## src/rtl/lcd_bus_arbiter_if.sv

```systemverilog
// Bus bundle between the two LCD clients, the arbiter and the shared transfer engine.
// The master modport is the arbiter's view; the slave modport is the clients/engine view.
interface lcd_bus_arbiter_if #(
   parameter int unsigned CNT_W = 2
);
   logic             req_a, req_b;
   logic             lock_a, lock_b;
   logic [CNT_W-1:0] cnt_a, cnt_b;
   logic             mode_a, mode_b;
   logic             rs_a, rs_b;
   logic             dsel_a, dsel_b;
   logic             dbsel_a, dbsel_b;
   logic             gnt_a, gnt_b;
   logic             done_a, done_b;
   logic             lcd_enable;
   logic [CNT_W-1:0] lcd_cnt;
   logic             mode, reg_sel, data_sel, DB_sel;
   logic             lcd_finish;
   logic             err_timeout;

   modport master (
      input  req_a, req_b, lock_a, lock_b, cnt_a, cnt_b, mode_a, mode_b,
             rs_a, rs_b, dsel_a, dsel_b, dbsel_a, dbsel_b, lcd_finish,
      output gnt_a, gnt_b, done_a, done_b, lcd_enable, lcd_cnt,
             mode, reg_sel, data_sel, DB_sel, err_timeout
   );

   modport slave (
      output req_a, req_b, lock_a, lock_b, cnt_a, cnt_b, mode_a, mode_b,
             rs_a, rs_b, dsel_a, dsel_b, dbsel_a, dbsel_b, lcd_finish,
      input  gnt_a, gnt_b, done_a, done_b, lcd_enable, lcd_cnt,
             mode, reg_sel, data_sel, DB_sel, err_timeout
   );
endinterface

```

## src/rtl/lcd_bus_arbiter.sv

```systemverilog
// Round-robin arbiter sharing one LCD transfer engine between a refresh sequencer (A)
// and a status writer (B), with ownership lock and a finish watchdog.
module lcd_bus_arbiter #(
   parameter int unsigned CNT_W      = 2,
   parameter int unsigned TIMEOUT_MS = 50
) (
   input  logic        clk_1ms,
   input  logic        reset_n,
   lcd_bus_arbiter_if.master bus
);
   typedef enum logic [1:0] {S_IDLE, S_LAUNCH, S_WAIT, S_DONE} state_t;

   localparam logic [7:0] TMAX = 8'(TIMEOUT_MS - 1);

   state_t           state_q, state_d;
   logic             owner_q, owner_d;   // 0 = A, 1 = B
   logic             last_q, last_d;
   logic             lock_q, lock_d;
   logic             abort_q, abort_d;
   logic [7:0]       timer_q, timer_d;
   logic [CNT_W-1:0] cnt_q, cnt_d;
   logic             mode_q, mode_d;
   logic             rs_q, rs_d;
   logic             dsel_q, dsel_d;
   logic             dbsel_q, dbsel_d;
   logic             grant_a, grant_b;

   always_ff @(posedge clk_1ms or negedge reset_n) begin
      if (!reset_n) begin
         state_q <= S_IDLE;
         owner_q <= 1'b0;
         last_q  <= 1'b1;
         lock_q  <= 1'b0;
         abort_q <= 1'b0;
         timer_q <= '0;
         cnt_q   <= '0;
         mode_q  <= 1'b1;
         rs_q    <= 1'b0;
         dsel_q  <= 1'b0;
         dbsel_q <= 1'b1;
      end else begin
         state_q <= state_d;
         owner_q <= owner_d;
         last_q  <= last_d;
         lock_q  <= lock_d;
         abort_q <= abort_d;
         timer_q <= timer_d;
         cnt_q   <= cnt_d;
         mode_q  <= mode_d;
         rs_q    <= rs_d;
         dsel_q  <= dsel_d;
         dbsel_q <= dbsel_d;
      end
   end

   // With a lock held, last_q names the lock owner.
   always_comb begin
      grant_a = bus.req_a && (lock_q ? !last_q : (!bus.req_b || last_q));
      grant_b = bus.req_b && (lock_q ?  last_q : (!bus.req_a || !last_q));
   end

   always_comb begin
      state_d = state_q;
      owner_d = owner_q;
      last_d  = last_q;
      lock_d  = lock_q;
      abort_d = abort_q;
      timer_d = timer_q;
      cnt_d   = cnt_q;
      mode_d  = mode_q;
      rs_d    = rs_q;
      dsel_d  = dsel_q;
      dbsel_d = dbsel_q;
      case (state_q)
         S_IDLE: begin
            if (grant_a) begin
               owner_d = 1'b0;
               abort_d = 1'b0;
               cnt_d   = bus.cnt_a;
               mode_d  = bus.mode_a;
               rs_d    = bus.rs_a;
               dsel_d  = bus.dsel_a;
               dbsel_d = bus.dbsel_a;
               state_d = S_LAUNCH;
            end else if (grant_b) begin
               owner_d = 1'b1;
               abort_d = 1'b0;
               cnt_d   = bus.cnt_b;
               mode_d  = bus.mode_b;
               rs_d    = bus.rs_b;
               dsel_d  = bus.dsel_b;
               dbsel_d = bus.dbsel_b;
               state_d = S_LAUNCH;
            end
         end
         S_LAUNCH: begin
            timer_d = '0;
            state_d = S_WAIT;
         end
         S_WAIT: begin
            if (bus.lcd_finish) begin
               state_d = S_DONE;
            end else if (timer_q == TMAX) begin
               abort_d = 1'b1;
               state_d = S_DONE;
            end else begin
               timer_d = timer_q + 8'd1;
            end
         end
         S_DONE: begin
            last_d  = owner_q;
            lock_d  = !abort_q && (owner_q ? bus.lock_b : bus.lock_a);
            state_d = S_IDLE;
         end
         default: state_d = S_IDLE;
      endcase
   end

   always_comb begin
      bus.gnt_a       = (state_q != S_IDLE) && !owner_q;
      bus.gnt_b       = (state_q != S_IDLE) &&  owner_q;
      bus.done_a      = (state_q == S_DONE) && !owner_q;
      bus.done_b      = (state_q == S_DONE) &&  owner_q;
      bus.lcd_enable  = (state_q == S_LAUNCH);
      bus.err_timeout = (state_q == S_DONE) && abort_q;
      bus.lcd_cnt     = cnt_q;
      bus.mode        = mode_q;
      bus.reg_sel     = rs_q;
      bus.data_sel    = dsel_q;
      bus.DB_sel      = dbsel_q;
   end
endmodule

```

## src/flat_wrapper.sv

```systemverilog
// flat-port wrapper written by rule: the top's interface ports become plain ports
module lcd_bus_arbiter_flat 
#(
   parameter int unsigned CNT_W      = 2,
   parameter int unsigned TIMEOUT_MS = 50
)
  (clk_1ms, reset_n, bus_req_a, bus_req_b, bus_lock_a, bus_lock_b, bus_cnt_a, bus_cnt_b, bus_mode_a, bus_mode_b, bus_rs_a, bus_rs_b, bus_dsel_a, bus_dsel_b, bus_dbsel_a, bus_dbsel_b, bus_lcd_finish, bus_gnt_a, bus_gnt_b, bus_done_a, bus_done_b, bus_lcd_enable, bus_lcd_cnt, bus_mode, bus_reg_sel, bus_data_sel, bus_DB_sel, bus_err_timeout);
  lcd_bus_arbiter_if #(.CNT_W(CNT_W)) bus_i ();
  input  logic clk_1ms;
  input  logic reset_n;
  input wire logic [$bits(bus_i.req_a)-1:0] bus_req_a;
  input wire logic [$bits(bus_i.req_b)-1:0] bus_req_b;
  input wire logic [$bits(bus_i.lock_a)-1:0] bus_lock_a;
  input wire logic [$bits(bus_i.lock_b)-1:0] bus_lock_b;
  input wire logic [$bits(bus_i.cnt_a)-1:0] bus_cnt_a;
  input wire logic [$bits(bus_i.cnt_b)-1:0] bus_cnt_b;
  input wire logic [$bits(bus_i.mode_a)-1:0] bus_mode_a;
  input wire logic [$bits(bus_i.mode_b)-1:0] bus_mode_b;
  input wire logic [$bits(bus_i.rs_a)-1:0] bus_rs_a;
  input wire logic [$bits(bus_i.rs_b)-1:0] bus_rs_b;
  input wire logic [$bits(bus_i.dsel_a)-1:0] bus_dsel_a;
  input wire logic [$bits(bus_i.dsel_b)-1:0] bus_dsel_b;
  input wire logic [$bits(bus_i.dbsel_a)-1:0] bus_dbsel_a;
  input wire logic [$bits(bus_i.dbsel_b)-1:0] bus_dbsel_b;
  input wire logic [$bits(bus_i.lcd_finish)-1:0] bus_lcd_finish;
  output wire logic [$bits(bus_i.gnt_a)-1:0] bus_gnt_a;
  output wire logic [$bits(bus_i.gnt_b)-1:0] bus_gnt_b;
  output wire logic [$bits(bus_i.done_a)-1:0] bus_done_a;
  output wire logic [$bits(bus_i.done_b)-1:0] bus_done_b;
  output wire logic [$bits(bus_i.lcd_enable)-1:0] bus_lcd_enable;
  output wire logic [$bits(bus_i.lcd_cnt)-1:0] bus_lcd_cnt;
  output wire logic [$bits(bus_i.mode)-1:0] bus_mode;
  output wire logic [$bits(bus_i.reg_sel)-1:0] bus_reg_sel;
  output wire logic [$bits(bus_i.data_sel)-1:0] bus_data_sel;
  output wire logic [$bits(bus_i.DB_sel)-1:0] bus_DB_sel;
  output wire logic [$bits(bus_i.err_timeout)-1:0] bus_err_timeout;
  assign bus_i.req_a = bus_req_a;
  assign bus_i.req_b = bus_req_b;
  assign bus_i.lock_a = bus_lock_a;
  assign bus_i.lock_b = bus_lock_b;
  assign bus_i.cnt_a = bus_cnt_a;
  assign bus_i.cnt_b = bus_cnt_b;
  assign bus_i.mode_a = bus_mode_a;
  assign bus_i.mode_b = bus_mode_b;
  assign bus_i.rs_a = bus_rs_a;
  assign bus_i.rs_b = bus_rs_b;
  assign bus_i.dsel_a = bus_dsel_a;
  assign bus_i.dsel_b = bus_dsel_b;
  assign bus_i.dbsel_a = bus_dbsel_a;
  assign bus_i.dbsel_b = bus_dbsel_b;
  assign bus_i.lcd_finish = bus_lcd_finish;
  assign bus_gnt_a = bus_i.gnt_a;
  assign bus_gnt_b = bus_i.gnt_b;
  assign bus_done_a = bus_i.done_a;
  assign bus_done_b = bus_i.done_b;
  assign bus_lcd_enable = bus_i.lcd_enable;
  assign bus_lcd_cnt = bus_i.lcd_cnt;
  assign bus_mode = bus_i.mode;
  assign bus_reg_sel = bus_i.reg_sel;
  assign bus_data_sel = bus_i.data_sel;
  assign bus_DB_sel = bus_i.DB_sel;
  assign bus_err_timeout = bus_i.err_timeout;
  lcd_bus_arbiter #(.CNT_W(CNT_W), .TIMEOUT_MS(TIMEOUT_MS)) u_core (.clk_1ms(clk_1ms), .reset_n(reset_n), .bus(bus_i));
endmodule
```

## config.mk

```make
export PLATFORM = sky130hd
export DESIGN_NAME = lcd_bus_arbiter_flat
export DESIGN_NICKNAME = d
export VERILOG_FILES = /design/src/rtl/lcd_bus_arbiter_if.sv /design/src/rtl/lcd_bus_arbiter.sv /design/src/flat_wrapper.sv
export SDC_FILE = /design/constraint.sdc
export NUM_CORES = 1
export LEC_CHECK = 0
export ABC_CLOCK_PERIOD_IN_PS = 2600
export CAP_MARGIN = 20
export CORE_MARGIN = 1
export CORE_UTILIZATION = 38
export DETAILED_ROUTE_END_ITERATION = 10
export GPL_TIMING_DRIVEN = 1
export PLACE_DENSITY = 0.71
export RECOVER_POWER = 50
export SYNTH_ARGS = -nofsm -noshare
export SYNTH_HDL_FRONTEND = slang
export SYNTH_SLANG_ARGS = --single-unit
```

## constraint.sdc

```tcl
create_clock -name clk_1ms -period 2.6 [get_ports clk_1ms]
set_clock_uncertainty 0.2 [all_clocks]
set_input_delay 0.39 -clock clk_1ms [delete_from_list [all_inputs] [get_ports clk_1ms]]
set_output_delay 0.39 -clock clk_1ms [all_outputs]
set_load 0.03 [all_outputs]
```

* Word-level counts from Yosys, hierarchy flattened
Index checks and enable logic that the tools add are counted.
Widths: inputs -> output; s select.
** Storage, ports and cells
- Bits in registers :: 20
- Output and inout port bits :: 12
** Cells by class
- Reductions and logical operators :: 24
- Equal/unequal tests :: 9
- Muxes and demuxes :: 28
- Add/sub/neg operators :: 1
** Operators with widths (number)
- $mux 1 :: 17
- $mux 8 :: 2
- $pmux 8 s2 :: 1
- $mux 2 :: 6
- $add 8x1->8 const B :: 1
- $eq 8x6->1 const B :: 1
- $logic_and 1x1->1 :: 8
- $pmux 2 s4 :: 1
- $reduce_bool 2->1 :: 4
- $logic_not 1->1 :: 5
- $eq 2x2->1 const B :: 2
- $ne 2x2->1 const B :: 2
- $reduce_and 2->1 :: 2
- $reduce_and 4->1 :: 1
- $ne 3x1->1 const B :: 1
- $ne 3x2->1 const B :: 1
- $reduce_and 3->1 :: 1
- $eq 2x1->1 const B :: 1
- $logic_not 2->1 :: 1
- $logic_or 1x1->1 :: 2
- $ne 2x1->1 const B :: 1
- $pmux 1 s2 :: 1

* Depth between registers and ports, before layout
- Depth in word-level cells :: 7
- Mapped depth :: 6
- Depth with buffers taken out :: 6

* Least setup slack after synthesis
OpenSTA, ideal clock, no wires.
- Path kind :: register to register
- Start point :: register u_core.state_q[0]
- End point :: register u_core.state_q[1]
- Data arrival time :: 1.548 ns
- Period minus slack after synthesis :: 1.873 ns
- Data required time :: 2.275 ns
- Path buffers :: 0
- Setup slack :: 0.727 ns
- Cell stages (with the launch flop) :: 7
- Cell sequence :: dfrtp_1 > inv_1 > ha_1 > and2b_1 > a21bo_4 > nand2_2 > mux2_4
** On the way
- Word-level cells in the longest chain between the ends :: 3
** Ends and longest elaborated chain
- from (decl) :: RTL line lcd_bus_arbiter.sv:15 : state_t state_q, state_d;
- from (signal assigned) :: RTL line lcd_bus_arbiter.sv:42 : state_q <= state_d;
- $eq 2x2->1 or $logic_not 2->1 (tied branches) :: RTL line lcd_bus_arbiter.sv:74 : case (state_q)
- $ne 3x2->1 (no source line) or $ne 3x1->1 (tied branches)
- $reduce_and 2->1 (no source line)
Parallel ways exist; a longest one is shown, timed or not.
A chain may end at the register's enable or synchronous reset.

* Final worst setup path
- Start point :: register u_core.state_q[1]
- End point :: output bus_gnt_b
** On the way
- Word-level cells in the longest chain between the ends :: 2
** Ends and longest elaborated chain
- $reduce_bool 2->1 :: RTL line lcd_bus_arbiter.sv:121 : bus.gnt_b = (state_q != S_IDLE) && owner_q;
- $logic_and 1x1->1 :: RTL line lcd_bus_arbiter.sv:121
- to (decl) :: RTL line flat_wrapper.sv:27 : output wire logic [$bits(bus_i.gnt_b)-1:0] bus_gnt_b;
No other way between the ends.

==> key figures <==
Synth
  – Yosys reg bits: 20
  – Seq/Total Area, Yosys: 43.9%
  – Synth unique cells: 35
  – Share of the synthesized area in the top cell type: a little under two fifths
  – Top post-synthesis cells by area: dfrtp_1 37%, ha_1 7.6%, dfstp_2 6.9%
  – Cells after Synth: 111
  – Yosys warns: 0
  – Synth Cell Area: around 1100 sq um
  – Post-synth top area cell: dfrtp_1
  – Syn_nets: ~140
  – Post-Syn Area per Cell: approximately 10 sq um

Final layout
  – Commonest non-fill, non-tap cells in the layout: 29 x clkdlybuf4s50_1, 17 x dfrtp_1, 11 x nor2_1, 10 x nand2_1
  – Commonest non-fill, non-tap cell in the layout: clkdlybuf4s50_1
  – Share of cells above drive strength 1: 10.4%
  – Final antenna diode count: 0
  – Fill count: 256
  – Final nets: 171
  – Synth-to-layout area growth: 32.1%

Detailed routing
  – DR iter-0 viols: 35
  – Via count: 914
  – Drt via density: roughly 5.2
  – ANT nets after route: 0
  – Avg WL per Cell: 13.7 microns
  – Detailed-route wire length: around 2400 microns
  – Drt pass-1 iters: 7
  – DR DRC count: 12

Setup path
  – Startpoint types: flip-flop
  – Cells along the critical path: inv_1 -> ha_1 -> nor2_1 -> clkdlybuf4s50_1
  – Critical Path RT: approximately 2.0 ns
  – Worst path max stage delay: 0.68 ns
  – Flop-to-flop setup slack: about 0.54 ns
  – Worst Path Arrival: ~1.9 ns
  – Cell with the largest stage delay on the worst path: clkdlybuf4s50_1
  – Setup crit end kind: output pin
  – Setup CP Type: flip-flop to output pin
  – Worst Path Max Fanout: 6

Global route
  – Vias in the first global route: about 910
  – Remaining global-route overflow: 0
  – Largest net degree at the start of global routing: 21
  – Initial antenna violation count: 0
  – GRT Overall Usage: between 10% and 20%
  – First-pass GRT wire length: 4010 microns

Run status
  – Status: finished, violations left
  – Violated checks: design-rule violations

Die
  – Io pins: 31
  – Core Area: 2810 sq um
  – Initial core utilization: roughly 41%
  – Die Area: roughly 3200 sq um
  – Die height: between 50 and 60 microns
  – # rows: 19
  – Die width: about 57 microns

Power and ir drop
  – Peak supply drop: 0.493 mV
  – Leakage: around 0.00070 uW
  – Pwr per Cell Area: between 1000 and 1500 nW/um^2

Timing
  – Setup TNS: 0 ns
  – Final Slew Violations: 0
  – Ratio of final minimum period to clock period: between 90% and 100%
  – Final hold violations: 0
  – Setup ws final: 0.113 ns
  – FMAX: 402 MHz
  – Slew @ Worst Pin: about 1.1 ns
  – Worst slew margin: between 20 and 30%
  – RSZ-0062 raised after global routing: no
  – Minimum clock period: 2.49 ns
  – Endpoints failing setup: 0

CTS
  – Clock latency on the worst-skew pair: approximately 0.3 ns
  – Cts bufs inserted: 3
  – H-tree level count: 1
  – Max Buffers Root-to-Sink: 2
  – CTS tree: yes
  – Clk sinks: 20
  – Postcts setup bufs: 0
  – Resized cells post-CTS: 0
  – Root Buffer: clkbuf_4
  – Clock slew at reported path FFs: between 0.1 and 0.15 ns
  – # hold bufs at CTS: 0

Place
  – Gpl congestion: approximately 0.76
  – # port buffers: 30
  – HPWL reported at the end of detailed placement: 1790 microns
  – Worst slack, placed: between 0.2 and 0.3 ns

Hold path
  – Type of the worst min-delay path: flip-flop to flip-flop

Run
  – Total of max-cap violations: 0
[state kept, by name, summed over array words and instances (netlist names)]
| register | cells |
|---|---|
| u_core.timer_q | 8 |
| u_core.bus.lcd_cnt | 2 |
| u_core.state_q | 2 |
| u_core.abort_q | 1 |
| u_core.bus.DB_sel | 1 |
| u_core.bus.data_sel | 1 |
| u_core.bus.mode | 1 |
| u_core.bus.reg_sel | 1 |
| u_core.last_q | 1 |
| u_core.lock_q | 1 |
| u_core.owner_q | 1 |
[path summary, 6_finish.rpt]
kind                                               start  depth (start not counted)                       endpoint
max                        u_core.state_q[1]$_DFFE_PN0P_                          4                      bus_gnt_b
min reg2reg                u_core.bus.DB_sel$_DFFE_PN1P_                          2  u_core.bus.DB_sel$_DFFE_PN1P_
min in group asynchronous                        reset_n                          2  u_core.state_q[0]$_DFFE_PN0P_
max reg2reg                u_core.timer_q[1]$_DFFE_PN0P_                          6  u_core.state_q[1]$_DFFE_PN0P_
max in group asynchronous                        reset_n                          2  u_core.timer_q[4]$_DFFE_PN0P_
min                        u_core.bus.DB_sel$_DFFE_PN1P_                          2  u_core.bus.DB_sel$_DFFE_PN1P_
[cells in the mapped netlist]
cell type and n:
nor4b_4 1, mux2_4 1, nand2b_1 2, inv_1 7, a21bo_4 1, dfstp_2 3, mux2i_1 7, xor2_1 6
and3_2 1, o31a_1 1, ha_1 7, a21boi_1 1, dfrtp_1 17, nand4_1 4, and2b_1 1, nor3b_1 1
and2_1 2, o31ai_1 1, and3_1 2, nand2_2 1, o21ai_0 7, nand2_1 10, mux2_2 2, a21o_2 1
o221ai_1 1, nor2_1 11, a22o_1 1, and3b_1 1, a21oi_1 2, o32a_2 1, nand3_1 1, a22oi_1 1
nor2b_1 3, buf_2 1, buf_4 1
[through the flow]
step | area [sq um] | cells | hold slack [ns] | util (%) | total power (uW)
3_5_place_dp | 1480 | 171 | 0.276 | 52.8 | 1430
2_1_floorplan | 1150 | 111 | -0.106 | - | 1130
6_report | 1520 | 175 | 0.297 | 54.0 | 1650
5_1_grt | 1520 | 175 | 0.319 | 54.0 | 1780
3_3_place_gp | 1480 | 171 | 0.263 | 52.8 | 1390
4_1_cts | 1530 | 175 | 0.216 | 54.7 | 1690
[final cells by class]
cell class	count	area [sq um]	share of cell area, %
multi-input cells	82	589	38.9
flip-flops and latches	20	504	33.3
repair buffers	31	304	20.1
well taps	31	38.8	2.56
clock inverters	1	30.0	1.98
inverters	7	26.3	1.73
clock buffers	3	22.5	1.49
[power by group]
group | internal [uW] | switching [uW]
logic | 388 | 473
clock network | 156 | 98.5
registers | 440 | 98.6
[kinds of logic after synthesis]
logic type	share of synthesized area (%)
AO/OA/AOI/OAI	11.3
XOR/XNOR	4.58
adder cells (fa/ha/maj)	7.63
buffers and inverters	3.38
flip-flops	43.9
multiplexers	9.38
AND/OR/NAND/NOR	19.7
[critical path: cells and delay by family, from the launching register on]
family	cells	cell delay, ns
DFF	1	0.42
adders and majority gates	1	0.26
and+or+nand+nor	1	0.14
buffers and inverters	2	0.78
[layer usage]
metal / global-route usage [%] / routed length, microns / up-vias
li1: - / - / 446
met1: 18.4 / 1070 / 442
met2: 27.9 / 1160 / 24
met3: 5.44 / 150 / 2
met4: 3.14 / 10 / 0
met5: 0 / 0 / -
(Power assumes the default switching activity.)
